--- config.mk ---
export PLATFORM = sky130hd
export DESIGN_NAME = memory_access_flat
export DESIGN_NICKNAME = d
export VERILOG_FILES = /design/src/rtl/memory_access_if.sv /design/src/rtl/memory_access.sv /design/src/flat_wrapper.sv
export SDC_FILE = /design/constraint.sdc
export NUM_CORES = 1
export LEC_CHECK = 0
export ABC_CLOCK_PERIOD_IN_PS = 2200
export BUFFER_PORTS_ARGS = -buffer_cell sky130_fd_sc_hd__buf_4
export CAP_MARGIN = 0
export CORE_ASPECT_RATIO = 1.5
export CORE_UTILIZATION = 40
export CTS_BUF_LIST = sky130_fd_sc_hd__clkbuf_8 sky130_fd_sc_hd__clkbuf_16
export DETAILED_ROUTE_END_ITERATION = 6
export GPL_TIMING_DRIVEN = 0
export PLACE_DENSITY = 0.65
export SETUP_SLACK_MARGIN = 0.05
export SLEW_MARGIN = 20
export SYNTH_ARGS = -nofsm -noshare
export SYNTH_HDL_FRONTEND = slang
export SYNTH_SLANG_ARGS = --single-unit
--- constraint.sdc ---
create_clock -name clk -period 2.2 [get_ports clk]
set_clock_uncertainty 0.1 [all_clocks]
set_input_delay 0.22 -clock clk [delete_from_list [all_inputs] [get_ports clk]]
set_output_delay 0.22 -clock clk [all_outputs]
set_load 0.05 [all_outputs]
--- src/rtl/memory_access_if.sv ---
// Decoded-instruction flags shared with execute, and the data-memory request bus.
// The memory stage is the master; the data memory (or its model) is the slave.
`timescale 1ns/1ps

package memory_access_pkg;
    typedef struct packed {
        logic lb;
        logic lh;
        logic lw;
        logic lbu;
        logic lhu;
        logic sb;
        logic sh;
        logic sw;
    } instructions;
endpackage

// Handshake: the master raises mem_req with mem_we/addr/wstrb/wdata stable and keeps
// them stable until a cycle with mem_req && mem_ack; that cycle completes the transfer,
// and for reads mem_rdata is valid only in that cycle. mem_ack without mem_req means nothing.
interface memory_access_if;
    logic        mem_req;
    logic        mem_we;
    logic [31:0] mem_addr;
    logic [3:0]  mem_wstrb;
    logic [31:0] mem_wdata;
    logic [31:0] mem_rdata;
    logic        mem_ack;

    modport master (
        output mem_req, mem_we, mem_addr, mem_wstrb, mem_wdata,
        input  mem_rdata, mem_ack
    );

    modport slave (
        input  mem_req, mem_we, mem_addr, mem_wstrb, mem_wdata,
        output mem_rdata, mem_ack
    );
endinterface

--- src/rtl/memory_access.sv ---
// Memory stage: latches execute results on start, performs at most one load/store
// over the request bus, and presents write-back data with a one-cycle done pulse.
`timescale 1ns/1ps

module memory_access
    import memory_access_pkg::*;
(
    input  logic              clk,
    input  logic              rstn,
    input  logic              start,
    input  instructions       instr,
    input  logic [31:0]       result,
    input  logic [31:0]       rs2_v,
    input  logic              mem_read_enabled,
    input  logic              mem_write_enabled,
    input  logic              reg_write_enabled,
    input  logic [4:0]        reg_write_dest,
    memory_access_if.master   mem,
    output logic              busy,
    output logic              done,
    output logic [31:0]       wb_value,
    output logic              wb_enabled,
    output logic [4:0]        wb_dest,
    output logic              misaligned,
    output logic [1:0]        dbg_state
);

    typedef enum logic [1:0] {IDLE = 2'd0, REQ = 2'd1, DONE = 2'd2} state_t;

    state_t      state, state_next;
    logic [1:0]  a;
    logic        access, aligned;
    logic [3:0]  wstrb_next;
    logic [31:0] wdata_next;

    logic [31:0] addr_q;
    logic        reg_we_q;
    logic [4:0]  dest_q;
    logic        ld_byte_q, ld_half_q, ld_signed_q;
    logic [7:0]  lane_b;
    logic [15:0] lane_h;
    logic [31:0] load_value;

    assign a         = result[1:0];
    assign busy      = (state != IDLE);
    assign done      = (state == DONE);
    assign dbg_state = state;

    always_ff @(posedge clk or negedge rstn) begin
        if (!rstn) state <= IDLE;
        else       state <= state_next;
    end

    always_comb begin
        access  = mem_write_enabled | mem_read_enabled;
        aligned = 1'b1;
        if (instr.lw || instr.sw)                    aligned = (a == 2'b00);
        else if (instr.lh || instr.lhu || instr.sh)  aligned = ~a[0];

        state_next = state;
        case (state)
            IDLE:    if (start) state_next = (access && aligned) ? REQ : DONE;
            REQ:     if (mem.mem_req && mem.mem_ack) state_next = DONE;
            DONE:    state_next = IDLE;
            default: state_next = IDLE;
        endcase
    end

    // Store lanes: narrow data is replicated so every strobed lane carries the value.
    always_comb begin
        wstrb_next = 4'b0000;
        wdata_next = rs2_v;
        if (mem_write_enabled) begin
            if (instr.sb) begin
                wstrb_next = 4'b0001 << a;
                wdata_next = {4{rs2_v[7:0]}};
            end else if (instr.sh) begin
                wstrb_next = 4'b0011 << a;
                wdata_next = {2{rs2_v[15:0]}};
            end else if (instr.sw) begin
                wstrb_next = 4'b1111;
            end
        end
    end

    always_comb begin
        case (addr_q[1:0])
            2'd0:    lane_b = mem.mem_rdata[7:0];
            2'd1:    lane_b = mem.mem_rdata[15:8];
            2'd2:    lane_b = mem.mem_rdata[23:16];
            default: lane_b = mem.mem_rdata[31:24];
        endcase
        lane_h     = addr_q[1] ? mem.mem_rdata[31:16] : mem.mem_rdata[15:0];
        load_value = mem.mem_rdata;
        if (ld_byte_q)      load_value = {{24{ld_signed_q & lane_b[7]}}, lane_b};
        else if (ld_half_q) load_value = {{16{ld_signed_q & lane_h[15]}}, lane_h};
    end

    always_ff @(posedge clk or negedge rstn) begin
        if (!rstn) begin
            addr_q        <= '0;
            reg_we_q      <= 1'b0;
            dest_q        <= '0;
            ld_byte_q     <= 1'b0;
            ld_half_q     <= 1'b0;
            ld_signed_q   <= 1'b0;
            mem.mem_req   <= 1'b0;
            mem.mem_we    <= 1'b0;
            mem.mem_addr  <= '0;
            mem.mem_wstrb <= '0;
            mem.mem_wdata <= '0;
            wb_value      <= '0;
            wb_enabled    <= 1'b0;
            wb_dest       <= '0;
            misaligned    <= 1'b0;
        end else if (state == IDLE && start) begin
            addr_q      <= result;
            reg_we_q    <= reg_write_enabled;
            dest_q      <= reg_write_dest;
            ld_byte_q   <= instr.lb | instr.lbu;
            ld_half_q   <= instr.lh | instr.lhu;
            ld_signed_q <= instr.lb | instr.lh;
            if (access && aligned) begin
                mem.mem_req   <= 1'b1;
                mem.mem_we    <= mem_write_enabled;
                mem.mem_addr  <= {result[31:2], 2'b00};
                mem.mem_wstrb <= wstrb_next;
                mem.mem_wdata <= wdata_next;
            end else begin
                // Pass-through, or a rejected misaligned access that never reaches memory.
                wb_value   <= result;
                wb_enabled <= access ? 1'b0 : reg_write_enabled;
                wb_dest    <= reg_write_dest;
                misaligned <= access;
            end
        end else if (state == REQ && mem.mem_req && mem.mem_ack) begin
            mem.mem_req <= 1'b0;
            wb_dest     <= dest_q;
            misaligned  <= 1'b0;
            if (mem.mem_we) begin
                wb_value   <= addr_q;
                wb_enabled <= 1'b0;
            end else begin
                wb_value   <= load_value;
                wb_enabled <= reg_we_q;
            end
        end
    end

endmodule

--- src/flat_wrapper.sv ---
// flat-port wrapper written by rule: the top's interface ports become plain ports
module memory_access_flat import memory_access_pkg::*;
  (clk, rstn, start, instr, result, rs2_v, mem_read_enabled, mem_write_enabled, reg_write_enabled, reg_write_dest, busy, done, wb_value, wb_enabled, wb_dest, misaligned, dbg_state, mem_mem_req, mem_mem_we, mem_mem_addr, mem_mem_wstrb, mem_mem_wdata, mem_mem_rdata, mem_mem_ack);
  memory_access_if mem_i ();
  input  logic clk;
  input  logic rstn;
  input  logic start;
  input  instructions instr;
  input  logic [31:0] result;
  input  logic [31:0] rs2_v;
  input  logic mem_read_enabled;
  input  logic mem_write_enabled;
  input  logic reg_write_enabled;
  input  logic [4:0] reg_write_dest;
  output logic busy;
  output logic done;
  output logic [31:0] wb_value;
  output logic wb_enabled;
  output logic [4:0] wb_dest;
  output logic misaligned;
  output logic [1:0] dbg_state;
  output wire logic [$bits(mem_i.mem_req)-1:0] mem_mem_req;
  output wire logic [$bits(mem_i.mem_we)-1:0] mem_mem_we;
  output wire logic [$bits(mem_i.mem_addr)-1:0] mem_mem_addr;
  output wire logic [$bits(mem_i.mem_wstrb)-1:0] mem_mem_wstrb;
  output wire logic [$bits(mem_i.mem_wdata)-1:0] mem_mem_wdata;
  input wire logic [$bits(mem_i.mem_rdata)-1:0] mem_mem_rdata;
  input wire logic [$bits(mem_i.mem_ack)-1:0] mem_mem_ack;
  assign mem_mem_req = mem_i.mem_req;
  assign mem_mem_we = mem_i.mem_we;
  assign mem_mem_addr = mem_i.mem_addr;
  assign mem_mem_wstrb = mem_i.mem_wstrb;
  assign mem_mem_wdata = mem_i.mem_wdata;
  assign mem_i.mem_rdata = mem_mem_rdata;
  assign mem_i.mem_ack = mem_mem_ack;
  memory_access u_core (.clk(clk), .rstn(rstn), .start(start), .instr(instr), .result(result), .rs2_v(rs2_v), .mem_read_enabled(mem_read_enabled), .mem_write_enabled(mem_write_enabled), .reg_write_enabled(reg_write_enabled), .reg_write_dest(reg_write_dest), .mem(mem_i), .busy(busy), .done(done), .wb_value(wb_value), .wb_enabled(wb_enabled), .wb_dest(wb_dest), .misaligned(misaligned), .dbg_state(dbg_state));
endmodule
==> results of run 1 <==
==> power by group through the flow <==
| stage | logic [uW] | clock network, uW | registers [uW] |
|---|---|---|---|
| after floorplan | 3060 | 0 | 8240 |
| after global placement | 9330 | 0 | 4860 |
| after detailed placement | 9410 | 0 | 4900 |
| after CTS | 9600 | 3130 | 4880 |
| after global routing | 10100 | 3250 | 5050 |
| final | 9610 | 3070 | 4880 |
==> path summary, 6_finish.rpt <==
check                                 startpoint                       end
max in group asynchronous                   rstn          u_core.dest_q[2]
min in group asynchronous                   rstn   u_core.mem.mem_wdata[6]
worst max-delay path            u_core.addr_q[0]        u_core.wb_value[0]
worst max register to register  u_core.addr_q[0]        u_core.wb_value[0]
worst min-delay path                   rs2_v[17]  u_core.mem.mem_wdata[17]
worst min register to register  u_core.dest_q[2]          u_core.dest_q[2]
==> metrics by stage <==
stage               setup TNS [ns]  power (uW)  setup slack (ns)  instance area (um^2)  instances
finish                           0       17560           0.04511                 10600       1238
global route                     0       18430           0.02176                 10600       1238
CTS                              0       17600           0.03972                 10580       1237
detailed placement          -6.019       14310           -0.2817                  9264       1139
global placement            -6.839       14190           -0.2804                  9229       1138
floorplan                        0       11300           0.09174                  7283        698
==> sequential cells by signal, indices dropped and copies added, names as in the netlist <==
register	cells
u_core.mem.mem_wstrb	4
u_core.misaligned	1
u_core.dest_q	5
u_core.wb_dest	5
u_core.wb_enabled	1
u_core.mem.mem_req	1
u_core.ld_half_q	1
u_core.reg_we_q	1
u_core.mem.mem_wdata	32
u_core.dbg_state	2
u_core.ld_byte_q	1
u_core.wb_value	32
u_core.addr_q	32
u_core.ld_signed_q	1
u_core.mem.mem_we	1
u_core.mem.mem_addr	30
==> layout make-up <==
type                    count  area share (%)
plain buffers              51           3.023
clock inverters            14           1.759
flip-flops and latches    150           35.42
repair buffers            293           22.58
clock buffers              17           4.015
well taps                 217           2.562
multi-input cells         490           30.43
inverters                   6          0.2125
==> critical path: stages (launching register included) <==
cell	delay [ns]
dfrtp_1	0.37
buf_6	0.18
mux4_2	0.52
nand2_1	0.07
o21ai_0	0.13
a222oi_1	0.52
a21oi_1	0.13
==> synthesized netlist by cell type (5+ instances only) <==
cell type,count,area share (%)
o21ai_0,33,2.3
nand2_1,181,9.3
mux2_2,8,1.2
a21oi_1,17,1.2
dfrtp_1,150,52
and2_1,17,1.5
mux4_2,6,1.9
o21ai_1,11,0.76
nor2_1,45,2.3
buf_6,12,1.9
clkbuf_1,29,1.5
o221ai_1,25,3.0
a31oi_1,27,2.3
mux2i_1,28,3.9
a22o_1,8,0.96
a222oi_1,6,0.83
inv_1,6,0.31
buf_1,5,0.26
mux2_4,39,8.0
a22oi_1,8,0.83
==> kinds of logic (layout without fill, tap and decap cells) <==
logic type | after synthesis | count (layout) | share of synthesized area, %
AND/OR/NAND/NOR | 258 | 258 | 14.54
flip-flops | 150 | 150 | 51.56
AO/OA/AOI/OAI | 145 | 145 | 13.77
multiplexers | 81 | 81 | 14.99
buffers and inverters | 58 | 381 | 4.400
adder cells (fa/ha/maj) | 4 | 4 | 0.6875
other | 1 | 2 | 0.05151
==> repair_timing <==
item,in CTS,in global routing
buffers inserted,1,2
setup endpoints to repair,67,80
hold buffers,66,0
endpoints found under the hold margin,172,0
pin swaps,2,2
resized for setup,15,9
==> per-layer routing <==
metal  vias to the layer above  routed length (um)  share of wire [%]  GRT usage (%)
met5                         -                   0                  0              0
met2                       290               11970                 51          45.48
met3                        56                1720                7.3          7.058
met1                      3139                8904                 38          29.15
met4                         0                1027                4.3          12.58
li1                       3069                   -                  -              -
==> flow_summary_export.csv, run 1 <==
group,metric,value,unit
status,status,"finished with violations",
status,violations,"design-rule violations",
global_route,first_global_vias,6966,
worst_setup_path,r2r_cells,6,
clock_network,cts_root_buf,"clkbuf_16",
pwr,p_per_area,1657,nW/um^2
routing,routedWlPerCell,19.08,um
timing,finalCritPeriodShare,97.95,%
worst_hold_path,holdPathStages,3,
pwr,power.share.switching,47.25,%
worst_setup_path,crit_path_end_kind,"register",
timing,drv_slew,0,
layout,multi_input_area,3224,um^2
synthesis,syn_area,7279,um^2
routing,drc,17,
clock_network,worstSkewPairLatency,0.42,ns
layout,area.sequential,3754,um^2
timing,rsz0062_at_grt,"yes",
place,place_congestion,0.9064,
routing,drt_wl_total,23.62,mm
timing,hold_viol_final,0,
layout,diodes,0,
synthesis,ys.warnings.count,0,
global_route,grt_pass1_wl,37.38,mm
layout,mostFrequentLayoutCells,"buf_4, nand2_1, dfrtp_1",
worst_setup_path,critPathRequiredTime,2.38,ns
synthesis,synth-seq-cells,150,
routing,first_pass_iters,7,
pwr,leakagePower,0.005269,uW
clock_network,clock_path_buffers,2,
synthesis,syn_inst,697,
worst_setup_path,crit_type,"reg2reg",
routing,drt-initial-drc-count,330,
clock_network,clkTransAtPathRegs,0.06,ns
die,core_area,17870,um^2
layout,postLayoutCoreUtil,59.31,%
timing,fmax,464.1,MHz
pwr,max-vdd-ir-drop,797.1,uV
synthesis,synthArstFlopShare,100.0,%
clock_network,htreeDepth,4,
place,dpl.hpwl,17.25,mm
worst_setup_path,cp_data_arrival_time,2.34,ns
layout,final_common_cell,"buf_4",
pwr,p_int,9263,uW
clock_network,cts_buffers,17,
synthesis,yosysSeqAreaShare,51.56,%
synthesis,synthFlopType,"dfrtp_1",
synthesis,syn_avg_cell_area,10.44,um^2
die,io_pins,229,
layout,fin_nets,1129,
layout,fillers,1568,
layout,area_growth,45.57,%
die,fp.dieH,167.2,um
timing,setup_viol,0,
pwr,power_frac_comb,54.7,%
worst_setup_path,start_kind,"register",
pwr,p_clk_share,17.5,%
pwr,switching_power,8298,uW
clock_network,clkSinkCount,150,
timing,finalWorstPathRequiredPeriod,2.155,ns
synthesis,synth_enable_flop_cells,0,
clock_network,cts_tree,"done",
global_route,grt_antenna_before_repair,0,
die,start_util,40.74,%
worst_setup_path,reg2reg_slack,0.05,ns
global_route,grt_max_degree,94,
routing,postRouteAntennaNets,0,
global_route,global_route.overflow_total,0,
die,die_area,18750,um^2
timing,maxSlewHeadroom,40.02,%
routing,viasPerCell,5.294,
global_route,grt_usage,26.02,%
synthesis,ys_types,42,
die,fp.dieW,112.1,um
pwr,seq_power_share,27.8,%
layout,drive_gt1_share,34.48,%
run,cap_violations,0,
timing,tightest_slew,0.8937,ns
timing,finalHoldWorstSlack,0.01894,ns
die,fp-row-count,60,
worst_hold_path,min_path_type,"in2reg",
routing,vias,6554,
worst_setup_path,crit_fanout,10,
place,io_buffers,223,
Note: power is estimated with default switching activity, not from simulation.
==> run 2: changes to the inputs <==
Settings changed: ABC_CLOCK_PERIOD_IN_PS 2200 to 2400, SLEW_MARGIN 20 to default.
Clock period 2.2 ns to 2.4 ns, I/O delays scaled along.
==> run 2 against run 1 <==
The flow still finishes with violations (design-rule violations). Sequential cell count unchanged. Core utilization is 1.1 points lower. Clock power shrank 8.1%. Combinational power down 9.2%. Non-clock buffer count fell by 17. Sequential power decreased by 8.2%. Die area did not move. Maximum frequency down 6.9%. Global-route usage shrank 0.21 points. Hold slack got worse by 0.0094 ns. Setup slack better by 0.041 ns. Routed wire length is 0.61% lower. Critical path type unchanged. Largest power group unchanged. Highest routed layer unchanged.
==> flow_summary_export.csv, run 2 (synthesized netlist as in run 1, its figures left out) <==
group,metric,value,unit
clock_network,post-cts-setup-buffer-count,0,
worst_setup_path,crit_type,"reg2reg",
layout,final_common_cell,"buf_4",
timing,hold_viol_final,0,
worst_hold_path,min_path_type,"in2reg",
status,status,"finished with violations",
die,fp-row-count,60,
die,io_pins,229,
place,dpl.hpwl,17.25,mm
worst_setup_path,critPathRequiredTime,2.58,ns
place,place_congestion,0.9064,
clock_network,worstSkewPairLatency,0.42,ns
die,core_area,17870,um^2
pwr,seq_power_share,27.9,%
die,die_area,18750,um^2
timing,rsz0062_at_grt,"yes",
clock_network,cts_buffers,17,
worst_setup_path,critPathMaxStageDelay,0.53,ns
timing,finalCritPeriodShare,96.42,%
layout,mostFrequentLayoutCells,"buf_4, nand2_1, dfrtp_1",
routing,drt_wl_total,23.48,mm
pwr,power_frac_comb,54.5,%
global_route,grt_pass1_wl,37.05,mm
pwr,leakagePower,0.005168,uW
global_route,first_global_vias,6868,
clock_network,cts_tree,"done",
worst_setup_path,crit_path_end_kind,"register",
routing,routedWlPerCell,19.23,um
timing,finalWorstPathRequiredPeriod,2.314,ns
timing,drv_slew,0,
clock_network,htreeDepth,4,
layout,diodes,0,
timing,setup_viol,0,
global_route,grt_max_degree,94,
worst_setup_path,reg2reg_slack,0.09,ns
routing,first_pass_iters,7,
die,start_util,40.74,%
pwr,switching_power,7597,uW
status,violations,"design-rule violations",
routing,drc,17,
layout,fin_nets,1112,
pwr,p_int,8430,uW
worst_setup_path,crit_fanout,10,
layout,drive_gt1_share,33.86,%
routing,postRouteAntennaNets,0,
clock_network,clkSinkCount,150,
global_route,grt_antenna_before_repair,0,
die,fp.dieH,167.2,um
global_route,grt_usage,25.80,%
timing,maxSlewHeadroom,42.56,%
routing,vias,6473,
worst_setup_path,critPathTopFamily,"compound AO/OA/AOI/OAI gates",
timing,setup_ws,0.08601,ns
routing,viasPerCell,5.301,
run,cap_violations,0,
worst_setup_path,cp_cell_sequence,"clkbuf_4, mux4_2, nand2_1, o21ai_0, a222oi_1, a21oi_1",
global_route,global_route.overflow_total,0,
place,post-place-ws,-0.08166,ns
clock_network,clock_path_buffers,2,
pwr,power.share.switching,47.40,%
worst_setup_path,start_kind,"register",
layout,fillers,1600,
pwr,p_per_area,1540,nW/um^2
layout,reg_top3,"u_core.addr_q: 32 flops, u_core.mem.mem_wdata: 32 flops, u_core.wb_value: 32 flops",
layout,area_growth,42.99,%
pwr,p_clk_share,17.6,%
pwr,max-vdd-ir-drop,883.2,uV
die,fp.dieW,112.1,um
timing,fmax,432.2,MHz
place,io_buffers,223,
clock_network,cts_root_buf,"clkbuf_16",
timing,tightest_slew,0.8558,ns
layout,postLayoutCoreUtil,58.26,%
clock_network,clkTransAtPathRegs,0.06,ns
worst_setup_path,cp_data_arrival_time,2.50,ns
worst_setup_path,worst-path-buf-inv,1,
worst_setup_path,crit_path_top_delay_cell,"mux4_2",
routing,drt-initial-drc-count,318,
[run 2: cell types whose count changed in the layout (fill, tap and decap cells not counted)]
| cell | before | now |
|---|---|---|
| dlygate4sd3_1 | 66 | 51 |
| clkbuf_2 | 16 | 7 |
| clkbuf_1 | 14 | 22 |
| buf_4 | 227 | 224 |
| buf_1 | 3 | 5 |
| buf_8 | 1 | 0 |
| clkbuf_4 | 0 | 1 |
[run 2: stage by stage]
| stage | total power (uW) | TNS, ns | cells | hold WS [ns] | area [um^2] |
|---|---|---|---|---|---|
| 5_1_grt | 16810 | 0 | 1221 | 0.009433 | 10410 |
| 6_report | 16030 | 0 | 1221 | 0.009553 | 10410 |
| 3_5_place_dp | 13120 | -0.08736 | 1139 | 0.1554 | 9260 |
| 2_1_floorplan | 10360 | 0 | 698 | -0.1556 | 7283 |
| 3_3_place_gp | 13010 | -0.08041 | 1138 | 0.3454 | 9229 |
| 4_1_cts | 16070 | 0 | 1221 | 0.0007578 | 10400 |
[run 2: repair_timing]
| action | 4_1_cts | 5_1_grt |
|---|---|---|
| gates cloned | 0 | 0 |
| setup endpoints to repair | 11 | 56 |
| hold buffers | 51 | 0 |
| gates resized for setup | 2 | 15 |
| endpoints found under the hold margin | 140 | 0 |
[run 2: routing by layer]
metal | routed length [um] | global-route usage [%] | vias to the layer above | share of wire, %
li1 | - | - | 3027 | -
met1 | 8869 | 29.22 | 3115 | 38
met2 | 11930 | 45.21 | 282 | 51
met3 | 1762 | 6.732 | 49 | 7.5
met4 | 914 | 11.94 | 0 | 3.9
met5 | 0 | 0 | - | 0
[run 2: worst paths after layout]
check                                 start                        to  cells after the start
max in group asynchronous              rstn         u_core.addr_q[25]                      3
min in group asynchronous              rstn   u_core.mem.mem_wdata[6]                      2
min                               rs2_v[19]  u_core.mem.mem_wdata[19]                      3
min reg2reg                u_core.dest_q[2]          u_core.dest_q[2]                      2
max                        u_core.addr_q[0]        u_core.wb_value[0]                      6
max reg2reg                u_core.addr_q[0]        u_core.wb_value[0]                      6
[run 2: power by group through the flow]
| stage | combinational, uW | clock [uW] | sequential, uW |
|---|---|---|---|
| 2_1_floorplan | 2810 | 0 | 7560 |
| 3_3_place_gp | 8560 | 0 | 4460 |
| 3_5_place_dp | 8630 | 0 | 4490 |
| 4_1_cts | 8730 | 2870 | 4470 |
| 5_1_grt | 9210 | 2970 | 4630 |
| 6_report | 8730 | 2820 | 4480 |
[run 2: worst min-delay path, stage by stage]
cell,delay [ns]
buf_4,0.08
mux2i_1,0.05
o21ai_0,0.13
[run 2: area by class of cell]
| type | instances | area [um^2] | area share, % |
|---|---|---|---|
| tap | 217 | 271.5 | 2.608 |
| clock inverter | 14 | 186.4 | 1.791 |
| buffer | 52 | 309.0 | 2.969 |
| clock buffer | 17 | 425.4 | 4.087 |
| inverter | 6 | 22.52 | 0.2164 |
| sequential | 150 | 3754 | 36.06 |
| multi-input combinational | 490 | 3224 | 30.98 |
| timing repair buffer | 275 | 2216 | 21.29 |
